===== config.mk =====
export PLATFORM = sky130hd
export DESIGN_NAME = radiation_monitor_multi_channel
export DESIGN_NICKNAME = d
export VERILOG_FILES = /design/src/rtl/radiation_monitor_multi_channel.sv
export SDC_FILE = /design/constraint.sdc
export NUM_CORES = 1
export LEC_CHECK = 0
export ABC_CLOCK_PERIOD_IN_PS = 8200
export CAP_MARGIN = 20
export CORE_UTILIZATION = 25
export DETAILED_ROUTE_END_ITERATION = 8
export SETUP_SLACK_MARGIN = 0.5
export SYNTH_ARGS = -nofsm -noshare
export SYNTH_HDL_FRONTEND = slang
export SYNTH_SLANG_ARGS = --single-unit

===== constraint.sdc =====
create_clock -name clk_i -period 8.2 [get_ports clk_i]
set_clock_uncertainty 0.15 [all_clocks]
set_input_delay 1.23 -clock clk_i [delete_from_list [all_inputs] [get_ports clk_i]]
set_output_delay 1.23 -clock clk_i [all_outputs]
set_load 0.03 [all_outputs]

===== src/rtl/radiation_monitor_multi_channel.sv =====
// radiation_monitor_multi_channel
//
// Purpose:
//   Watches N SEU/TMR-mismatch lines. A rising edge on an enabled channel
//   produces a one-cycle event pulse. Each pulse is counted per channel and
//   in a running total, and sticky overflow flags are kept alongside.
//   A four-phase req/ack handshake captures all live counters into
//   snapshot registers in one edge. The same edge restarts the live counters
//   without losing any event. Snapshot values are read back through a
//   registered, addressed port.
//
// Ports:
//   clk_i       clock
//   rst_ni      asynchronous active-low reset
//   mismatch_i  per-channel mismatch bits, synchronous to clk_i
//   enable_i    per-channel count enable
//   clear_i     synchronous clear of live counters and overflow flags
//   snap_req_i  snapshot request (level, four-phase)
//   snap_ack_o  snapshot acknowledge
//   rd_sel_i    readout select: channel, N = total, N+1 = overflow flags
//   rd_data_o   registered readout data (1-cycle latency)
//   event_o     one-cycle pulse when any enabled channel produced an event
module radiation_monitor_multi_channel #(
  parameter int G_NUM_CHANNELS          = 8,
  parameter int G_COUNTER_WIDTH         = 16,
  parameter int G_TOTAL_WIDTH           = 24,
  parameter bit G_COUNTER_IS_SATURATING = 1'b1
) (
  input  logic                                    clk_i,
  input  logic                                    rst_ni,
  input  logic [G_NUM_CHANNELS-1:0]               mismatch_i,
  input  logic [G_NUM_CHANNELS-1:0]               enable_i,
  input  logic                                    clear_i,
  input  logic                                    snap_req_i,
  output logic                                    snap_ack_o,
  input  logic [$clog2(G_NUM_CHANNELS+2)-1:0]     rd_sel_i,
  output logic [G_TOTAL_WIDTH-1:0]                rd_data_o,
  output logic                                    event_o
);

  localparam int N     = G_NUM_CHANNELS;
  localparam int W     = G_COUNTER_WIDTH;
  localparam int T     = G_TOTAL_WIDTH;
  localparam int SEL_W = $clog2(G_NUM_CHANNELS + 2);

  typedef enum logic {S_IDLE, S_ACK} state_t;

  state_t         state;
  logic [N-1:0]   d1;
  logic [N-1:0]   p;
  logic [N-1:0]   p_next;
  logic [W-1:0]   live_ch [N];
  logic [W-1:0]   snap_ch [N];
  logic [W-1:0]   ch_next [N];
  logic [N-1:0]   ovf;
  logic [N-1:0]   ovf_set;
  logic           ovf_total;
  logic [T-1:0]   live_total;
  logic [T-1:0]   snap_total;
  logic [T-1:0]   total_next;
  logic [T-1:0]   pop;
  logic [T:0]     total_sum;
  logic           total_carry;
  logic [N:0]     snap_ovf;
  logic           capture;
  logic [T-1:0]   rd_next;

  // Capture happens on the edge where the FSM sees a new request in IDLE.
  assign capture = (state == S_IDLE) && snap_req_i;

  // Rising-edge detect. The delay register always tracks the input, so an
  // edge that arrives while its channel is disabled is consumed, not deferred.
  assign p_next = mismatch_i & ~d1 & enable_i;

  // Edge-detect and event-pulse registers.
  always_ff @(posedge clk_i or negedge rst_ni) begin
    if (!rst_ni) begin
      d1      <= '0;
      p       <= '0;
      event_o <= 1'b0;
    end else begin
      d1      <= mismatch_i;
      p       <= p_next;
      event_o <= |p_next;
    end
  end

  // Next-state values for the counters during normal counting. A counter
  // that is at all-ones and receives a pulse flags overflow. It then holds
  // or wraps, depending on the mode.
  always_comb begin
    ovf_set = '0;
    pop     = '0;
    for (int c = 0; c < N; c++) begin
      ch_next[c] = live_ch[c];
      if (p[c]) begin
        if (&live_ch[c]) begin
          ovf_set[c] = 1'b1;
          ch_next[c] = G_COUNTER_IS_SATURATING ? live_ch[c] : '0;
        end else begin
          ch_next[c] = live_ch[c] + 1'b1;
        end
      end
      pop = pop + T'(p[c]);
    end
    total_sum   = {1'b0, live_total} + {1'b0, pop};
    total_carry = total_sum[T];
    if (total_carry && G_COUNTER_IS_SATURATING) begin
      total_next = '1;
    end else begin
      total_next = total_sum[T-1:0];
    end
  end

  // Live and snapshot counters. On a capture, the live counters restart at
  // the pulses being counted on this same edge, so every event lands in
  // exactly one snapshot. Clear wins over that restart and discards the
  // pulses, but the snapshot still takes the pre-clear values.
  always_ff @(posedge clk_i or negedge rst_ni) begin
    if (!rst_ni) begin
      for (int c = 0; c < N; c++) begin
        live_ch[c] <= '0;
        snap_ch[c] <= '0;
      end
      live_total <= '0;
      snap_total <= '0;
      ovf        <= '0;
      ovf_total  <= 1'b0;
      snap_ovf   <= '0;
    end else begin
      if (capture) begin
        for (int c = 0; c < N; c++) begin
          snap_ch[c] <= live_ch[c];
        end
        snap_total <= live_total;
        snap_ovf   <= {ovf_total, ovf};
      end
      if (clear_i) begin
        for (int c = 0; c < N; c++) begin
          live_ch[c] <= '0;
        end
        live_total <= '0;
        ovf        <= '0;
        ovf_total  <= 1'b0;
      end else if (capture) begin
        for (int c = 0; c < N; c++) begin
          live_ch[c] <= W'(p[c]);
        end
        live_total <= pop;
        ovf        <= '0;
        ovf_total  <= 1'b0;
      end else begin
        for (int c = 0; c < N; c++) begin
          live_ch[c] <= ch_next[c];
        end
        live_total <= total_next;
        ovf        <= ovf | ovf_set;
        ovf_total  <= ovf_total | total_carry;
      end
    end
  end

  // Four-phase handshake. The ack stays high until the requester drops
  // req. That forces a low-then-high req before the next capture.
  always_ff @(posedge clk_i or negedge rst_ni) begin
    if (!rst_ni) begin
      state      <= S_IDLE;
      snap_ack_o <= 1'b0;
    end else begin
      case (state)
        S_IDLE: begin
          if (snap_req_i) begin
            state      <= S_ACK;
            snap_ack_o <= 1'b1;
          end
        end
        S_ACK: begin
          if (!snap_req_i) begin
            state      <= S_IDLE;
            snap_ack_o <= 1'b0;
          end
        end
        default: begin
          state      <= S_IDLE;
          snap_ack_o <= 1'b0;
        end
      endcase
    end
  end

  // Readout mux over the snapshot registers. Unused select codes read 0.
  always_comb begin
    rd_next = '0;
    for (int c = 0; c < N; c++) begin
      if (rd_sel_i == SEL_W'(c)) begin
        rd_next = T'(snap_ch[c]);
      end
    end
    if (rd_sel_i == SEL_W'(N)) begin
      rd_next = snap_total;
    end
    if (rd_sel_i == SEL_W'(N + 1)) begin
      rd_next = T'(snap_ovf);
    end
  end

  // Registered readout data.
  always_ff @(posedge clk_i or negedge rst_ni) begin
    if (!rst_ni) begin
      rd_data_o <= '0;
    end else begin
      rd_data_o <= rd_next;
    end
  end

endmodule


Yosys cells after proc, flatten, opt, wreduce, memory -nomap -nowiden
Cells that the tools add are included.
- $add $sub $neg: 16
- multiplexer cells: 55
- shift-type cells: 0
- order comparisons: 0
- reductions and logical operators: 28
- bitwise operators: 6
- div/mod/pow operators: 0
- eq/ne operators: 19
- $mul: 0
- operators with widths (cell ; number):
    $mux 16 ; 22
    $mux 128 ; 2
    $mux 24 ; 7
    $add 16x1->16 const B ; 8
    $reduce_and 16->1 ; 8
    $add 24x8->25 ; 1
    $ne 3x3->1 const B ; 8
    $reduce_bool 3->1 ; 8
    $mux 1 ; 21
    $reduce_and 2->1 ; 9
    $and 8x8->8 ; 2
    $eq 4x3->1 const B ; 4
    $mux 8 ; 2
    $add 7x1->8 ; 1
    $eq 4x2->1 const B ; 2
    $eq 4x4->1 const B ; 2
    $not 8->8 ; 1
    $or 8x8->8 ; 1
    $reduce_or 8->1 ; 1
    $add 6x1->7 ; 1
    $add 5x1->6 ; 1
    $add 4x1->5 ; 1
    $add 3x1->4 ; 1
    $eq 4x1->1 const B ; 1
    8 further kinds ; 9
- latch bits: 0
- logic and storage cells: 151
- ROM bits: 0
- RAM bits: 0
- memories: 0
- register bits after elaboration: 365
- input bits: 24

Longest topological paths before layout
Gate-level depths: netlist (run 1).
- depth in word-level cells: 11
- gate-level depth with buffers: 15

Least setup slack after synthesis (run 1)
OpenSTA, ideal clock, no wires.
- kind: reg2reg
- start: reg p[1]
- end: reg live_total[11]
- path buffers: 2
- data required time: 7968 ps
- setup slack: 3550 ps
- arrival: 4418 ps
- stages on the path, launching flop included: 16
- setup time: 82 ps
- path through: dfrtp_1 -> clkbuf_1 -> inv_1 -> fa_1 -> fa_1 -> fa_1 -> inv_1 -> ha_1 -> fa_1 -> inv_1 -> fa_1 -> nand2b_1 -> a21oi_1 -> nand3_1 -> clkbuf_1 -> a31oi_1
- longest elaborated chain between the ends: 11
- ends and longest elaborated chain (element ; RTL line ; RTL):
    from (decl) ; 50 ; logic [N-1:0] p;
    from (signal assigned) ; 83 ; p <= p_next;
    $add 1x1->2 ; 104 ; pop = pop + T'(p[c]);
    $add 2x1->3 ; 104 ;
    $add 3x1->4 ; 104 ;
    $add 4x1->5 ; 104 ;
    $add 5x1->6 ; 104 ;
    $add 6x1->7 ; 104 ;
    $add 7x1->8 ; 104 ;
    $add 24x8->25 ; 106 ; total_sum = {1'b0, live_total} + {1'b0, pop};
    $mux 24 ; 108 ; if (total_carry && G_COUNTER_IS_SATURATING) begin
    $mux 24 ; 145 ; end else if (capture) begin
    $mux 24 ; 138 ; if (clear_i) begin
    to (signal assigned) ; 149 ; live_total <= pop;
    to (signal assigned) ; 156 ; live_total <= total_next;
    to (decl) ; 58 ; logic [T-1:0] live_total;
No other way between the ends.
A chain may end at the register's enable or synchronous reset.

Final worst setup path (run 1)
- start: reg p[1]
- end: reg live_total[2]
- longest elaborated chain between the ends: 11
- ends and longest elaborated chain (element ; RTL line):
    $add 1x1->2 (*) ; 104
    $add 2x1->3 (*) ; 104
    $add 3x1->4 (*) ; 104
    $add 4x1->5 (*) ; 104
    $add 5x1->6 (*) ; 104
    $add 6x1->7 (*) ; 104
    $add 7x1->8 (*) ; 104
    $add 24x8->25 ; 106
    $mux 24 ; 108
    $mux 24 (*) ; 145
    $mux 24 (*) ; 138
Mark *: on every way between the ends. The rest lies on a longest branch, timed or not.

==> results of run 1 <==
area by class of cell:
class | count | area, um2
fill | 7282 | 50700
sequential | 365 | 9130
multi-input combinational | 1164 | 8470
clock buffer | 61 | 1280
tap | 950 | 1190
timing repair buffer | 64 | 603
clock inverter | 14 | 213
inverter | 42 | 158
Yosys cell counts, types with 14 or more instances:
| library cell | instances |
|---|---|
| dfrtp_1 | 365 |
| nand3b_1 | 24 |
| a31oi_1 | 22 |
| nor4_1 | 16 |
| a211oi_1 | 15 |
| ha_1 | 16 |
| and4_1 | 15 |
| mux2_2 | 170 |
| nand4_1 | 32 |
| a21oi_1 | 131 |
| inv_1 | 41 |
| or3_1 | 43 |
| or4_1 | 44 |
| nor3_1 | 21 |
| buf_2 | 19 |
| mux2i_1 | 44 |
| nand3_1 | 41 |
| nor3b_1 | 15 |
| and3_1 | 21 |
| clkbuf_1 | 66 |
| o31ai_1 | 38 |
| nand2_1 | 111 |
| o21ai_0 | 60 |
| nor2_1 | 65 |
| and2_1 | 14 |
worst register-to-register path, stage by stage, from the launching register on:
cell	delay [ns]
dfrtp_1	0.48
inv_1	0.19
fa_1	0.56
fa_1	0.45
fa_1	0.50
inv_1	0.04
ha_1	0.19
fa_1	0.54
inv_1	0.08
fa_1	0.42
nand2b_1	0.21
a21oi_1	0.48
nand3_1	0.57
a311oi_1	0.43
routing by layer:
metal  vias to the layer above  wire [um]  part of all wire, %  global-route usage, %
met5                         -          0                    0                      0
met4                         0       1180                  2.4                   3.90
met3                        75       3010                  6.0                   2.50
met2                       366      22800                   46                   21.0
met1                      7052      23000                   46                   18.8
li1                       6364          -                    -                      -
cell families (layout without fill, tap and decap cells):
| kind of cell | count (synthesis) | after routing | synth area share (%) |
|---|---|---|---|
| compound gates | 399 | 399 | 14.7 |
| xor+xnor | 8 | 8 | 0.386 |
| fa+ha+maj | 21 | 21 | 1.65 |
| buf+inv | 146 | 181 | 3.25 |
| flops | 365 | 365 | 50.3 |
| mux | 214 | 214 | 13.0 |
| simple gates | 522 | 522 | 16.8 |
registers in the layout (all words and copies together) (netlist names):
signal / flops
live_ch: 128
snap_ch: 128
live_total: 24
rd_data_o: 24
snap_total: 24
snap_ovf: 9
d1: 8
ovf: 8
p: 8
event_o: 1
ovf_total: 1
snap_ack_o: 1
state: 1
final timing paths:
path                       startpoint             to  slack (ns)  cells after the start
setup / recovery                 p[1]  live_total[2]        2.80                     13
hold / removal                  d1[4]           p[4]        0.29                      1
hold reg to reg                 d1[4]           p[4]        0.29                      1
max in group asynchronous      rst_ni    snap_ch[84]        5.87                      2
min in group asynchronous      rst_ni  rd_data_o[15]        0.51                      1
setup reg to reg                 p[1]  live_total[2]        2.80                     13
power groups by stage:
stage / clock [mW] / combinational [mW] / sequential (mW)
after detailed placement: 0 / 0.269 / 1.88
after global placement: 0 / 0.264 / 1.88
after CTS: 2.08 / 0.270 / 1.85
after floorplan: 0 / 0.139 / 1.88
final: 2.02 / 0.266 / 1.85
after global routing: 2.15 / 0.292 / 1.85
stage by stage:
stage	hold slack, ns	util [%]	area (um2)	setup slack, ns
6_report	0.287	29.3	21000	2.80
3_3_place_gp	0.267	27.2	19500	2.92
2_1_floorplan	0.238	-	18200	3.55
3_5_place_dp	0.287	27.2	19500	2.81
4_1_cts	0.299	29.3	21000	2.84
5_1_grt	0.319	29.3	21000	2.54
==> impl_results.md, run 1 <==
* Yosys warnings at 0
* Worst path slowest cell: nand3_1
* Worst-Skew Late Latency at 0.57 ns
* Max Cap Viol at 0
* Gr usage total at a little over an eighth
* Clock Tree Root: clkbuf_16
* Crit share post-route at between 60% and 70%
* Post-route ant nets at 0
* DIE AREA at roughly 74000 um2
* CTS Hold Bufs at 0
* Seq/Total Area, Yosys at 50.3%
* Placed instance count at approximately 2600
* Via-per-instance ratio at roughly 5.2
* Crit path largest cell delay at 0.57 ns
* Layout cells sized above 1 at 17.0%
* Initial DRC count at around 1100
* CP Capture Type: register
* Largest net degree at the start of global routing at between 150 and 200
* I/O Buffers at 49
* Ant diodes at 0
* RSZ-0062 raised after global routing: false
* CTS tree: yes
* Chip width at roughly 270 um
* Int Pwr at 3.16 mW
* Hold Crit Class: register to register
* Worst vdd ir at ~0.12 mV
* Status: completed
* Final setup fails at 0
* Ports at 50
* Commonest non-fill, non-tap cell in the layout: dfrtp_1
* Synth top area share at 50.3%
* Total CTS buffers at 42
* Max-slew headroom at 26.5%
* Pwr Total at 4.14 mW
* Post-Synthesis Cell Area at around 18000 um2
* Max clock buf depth at 3
* Post-synth EDFFs at 0
* Upper clock frequency limit at between 150 and 200 MHz
* Final Hold Fails at 0
* Synthesized flop and latch total at between 300 and 400
* Critical path, cell by cell: inv_1 > fa_1 > fa_1 > fa_1 > inv_1 > ha_1 > fa_1 > inv_1 > fa_1 > nand2b_1 > a21oi_1 > nand3_1 > a311oi_1
* Via count of the first global-routing pass at roughly 14000
* Clk network pwr share at around 49%
* Post-DP HPWL at between 30 and 40 mm
* Clock sink count at approximately 370
* Crit-path leading delay family: adder cells
* # DRC at 0
* Critical path buffer and inverter count at 3
* Worst Setup Path Type: register to register
* Period minus WS final at ~5.4 ns
* Vias at between 10000 and 15000
* PostCTS Resize Cnt at 0
* LEAKAGE at 8.67 nW
* Gpl congestion at about 0.9
* Worst Tran Pin Value at between 1 and 1.5 ns
* First-pass GRT wire length at between 70 and 80 mm
* Nets at ~1700
* Initial Utilization at 25.3%
* Total grt overflow at 0
* Crit path arrival time at approximately 5.7 ns
* Sequential group share of total power at between 40 and 50%
* Post-synth cell types at 84
* CP dominant cell by count: fa_1
* Switching Share at between 20% and 30%
* H-tree levels at 2
* Drt first pass iters at 5
* CP startpoint kind: register
* Crit-path max FO at 14
* Synth area leader: dfrtp_1
* Core area at just over 70000 um2
* Net switching power at about 980 uW
* Clock slew at reported path FFs at roughly 0.060 ns
* Setup TNS at 0 ns
* Routed WL at approximately 50 mm
* Routed WL per cell at between 15 and 20 um
* Initial antenna violation count at 1
* Req. time, crit path at between 8 and 9 ns
* Post-synth ARST share at between 90% and 100%
* Main synth FF type: dfrtp_1
* Area grow syn2layout at 15.9%
* Combinational power share at under 10%
* Gate Count Post-Synth at 1675
* # rows at 98
* Mean Syn Cell Area at between 10 and 15 um2
* Post-synth net total at 1720
* Synth area leaders: dfrtp_1 (50%), mux2_2 (11%), a21oi_1 (3.6%)
* Die H at 272 um
* Pins Over Slew Limit at 0
* Post-CTS setup buffers at 0
* Power density cells at 197 nW/um2
* Commonest cells after routing, fill and taps aside: dfrtp_1 (365), mux2_2 (170), a21oi_1 (131)
* Finished Layout Cells at around 2700
No activity file was read; power rests on OpenSTA's default activity.
==> run 2, diff against run 1 <==
Settings changed: ABC_CLOCK_PERIOD_IN_PS 8200 to 5400.
Clock period 8.2 ns to 5.4 ns, I/O delays scaled along.
==> run 2 against run 1 <==
Routed wire length about the same. Non-clock buffer count rose by 9. Clock power grew 48%. Critical endpoint is now live_total[14].
==> impl_results.md, run 2 (synthesis gave the netlist of run 1 again) <==
* Status: completed
* Ports at 50 (unchanged)
* Crit path largest cell delay at 0.59 ns (+0.02 ns)
* Via-per-instance ratio at 5.20 (-0.25%)
* DIE AREA at 73700 um2 (unchanged)
* Power density cells at 293 nW/um2 (+49%)
* Drt first pass iters at 5 (unchanged)
* Die H at 272 um (unchanged)
* Via count of the first global-routing pass at 13700 (+0.66%)
* Post-CTS setup buffers at 0 (unchanged)
* Vias at 13900 (+0.20%)
* GRT busiest layer: met2
* CTS tree: yes
* Hold Crit Class: primary input to asynchronous set/reset pin
* Minimum hold slack at 0.000188 ns (-0.287 ns)
* Layout cells sized above 1 at 17.5% (+0.52 points)
* Post-DP HPWL at 34.0 mm (+1.0%)
* Post-route ant nets at 0 (unchanged)
* Initial antenna violation count at 0 (-1)
* Top Registers: live_ch x128, snap_ch x128
* Clock sink count at 365 (unchanged)
* Total CTS buffers at 43 (+2.4%)
* Pins Over Slew Limit at 0 (unchanged)
* Clock Tree Root: clkbuf_16
* Final setup fails at 0 (unchanged)
* H-tree levels at 2 (unchanged)
* Crit-path leading delay family: adder cells
* Commonest cells after routing, fill and taps aside: dfrtp_1 (362), mux2_2 (170), a21oi_1 (131)
* Setup TNS at 0 ns (unchanged)
* Finished Layout Cells at 2672 (+0.45%)
* Gpl congestion at 0.920 (+2.1%)
* Chip width at 272 um (unchanged)
* Final Hold Fails at 0 (unchanged)
* Max Cap Viol at 0 (unchanged)
* Gr usage total at 13.5% (+0.028 points)
* PostCTS Resize Cnt at 1 (+1)
* CP dominant cell by count: fa_1
* RSZ-0062 raised after global routing: false
* Core area at 71700 um2 (unchanged)
* Commonest non-fill, non-tap cell in the layout: dfrtp_1
* Ant diodes at 0 (unchanged)
* Worst vdd ir at 0.186 mV (+50%)
* First-pass GRT wire length at 79.4 mm (+0.41%)
* Req. time, crit path at 5.73 ns (-2.78 ns)
* Total grt overflow at 0 (unchanged)
* Critical path buffer and inverter count at 3 (unchanged)
* LEAKAGE at 8.70 nW (+0.31%)
* Upper clock frequency limit at 209 MHz (+13%)
* Initial DRC count at 870 (-19%)
* PnR worst setup slack at 0.626 ns (-2.17 ns)
* Nets at 1734 (+0.58%)
* # rows at 98 (unchanged)
* Period minus WS final at 4.77 ns (-0.628 ns)
* Largest net degree at the start of global routing at 178 (+15%)
* Critical path, cell by cell: inv_1 > fa_1 > fa_1 > fa_1 > inv_1 > ha_1 > fa_1 > inv_1 > fa_1 > nand2b_1 > a21o_4 > or4_1 > a31oi_1
* # DRC at 0 (unchanged)
* Worst Setup Path Type: register to register
* Placed instance count at 2592 (+0.39%)
* Area grow syn2layout at 16.2%
* CP startpoint kind: register
* Initial Utilization at 25.3% (unchanged)
* Routed WL per cell at 18.7 um (-0.54%)
* Worst Tran Pin Value at 1.23 ns (+0.137 ns)
* Worst-Skew Late Latency at 0.57 ns (about the same)
* Final core occ at 29.4% (+0.077 points)
* Max-slew headroom at 17.3% (-9.3 points)
* Clock slew at reported path FFs at 0.06 ns (about the same)
* GR met3 Demand/Resource at 2.81% (+0.31 points)
* Routed WL at 49.9 mm (about the same)
* Setup Slack @ Placement at 0.300 ns (-2.51 ns)
* Crit path arrival time at 5.11 ns (-0.60 ns)
* Grt met2 use at 20.7% (-0.32 points)
* CTS Hold Bufs at 0 (unchanged)
* Crit share post-route at 88.4% (+23 points)
* GR Layer Usage met1 at 18.7% (about the same)
* CP Capture Type: register
* Crit-path max FO at 8 (-6)
* Worst path slowest cell: fa_1
* I/O Buffers at 49 (unchanged)
* Max clock buf depth at 3 (unchanged)
==> run 2: area by class of cell <==
type / count / area [um2]
Clock buffer: 64 / 1280
Clock inverter: 14 / 175
Fill cell: 7308 / 50600
Inverter: 42 / 158
Multi-Input combinational cell: 1164 / 8480
Sequential cell: 365 / 9140
Tap cell: 950 / 1190
Timing Repair Buffer: 73 / 686
==> run 2: routing by layer <==
layer | share of wire (%) | up-vias
met5 | 0 | -
met4 | 2.5 | 0
met3 | 6.0 | 62
met2 | 45 | 364
met1 | 46 | 7077
li1 | - | 6382
==> run 2: worst paths after layout <==
path	start	end	slack [ns]	depth (start not counted)
min	rst_ni	live_ch[19]	0.0002	1
min reg2reg	d1[4]	p[4]	0.29	1
max reg2reg	p[0]	live_total[14]	0.63	13
min in group clk_i	d1[4]	p[4]	0.29	1
max in group asynchronous	rst_ni	p[3]	3.69	2
max	p[0]	live_total[14]	0.63	13
==> run 2: power breakdown <==
group | total, mW | switching (mW) | internal (mW)
logic | 0.412 | 0.274 | 0.138
clock network | 2.98 | 1.19 | 1.79
registers | 2.80 | 0.0288 | 2.77
==> run 2: worst register-to-register path: cells and delay by family (launching register included) <==
family,cells,cell delay [ns]
buffers and inverters,3,0.26
AND/OR/NAND/NOR,2,0.74
AO/OA/AOI/OAI,2,0.44
adder cells (fa/ha/maj),6,2.70
flip-flops,1,0.41
==> run 2: stage by stage <==
step	power [mW]	area, um2
2_1_floorplan	3.07	18200
3_3_place_gp	3.26	19600
3_5_place_dp	3.27	19600
4_1_cts	6.28	21100
5_1_grt	6.42	21100
6_report	6.19	21100
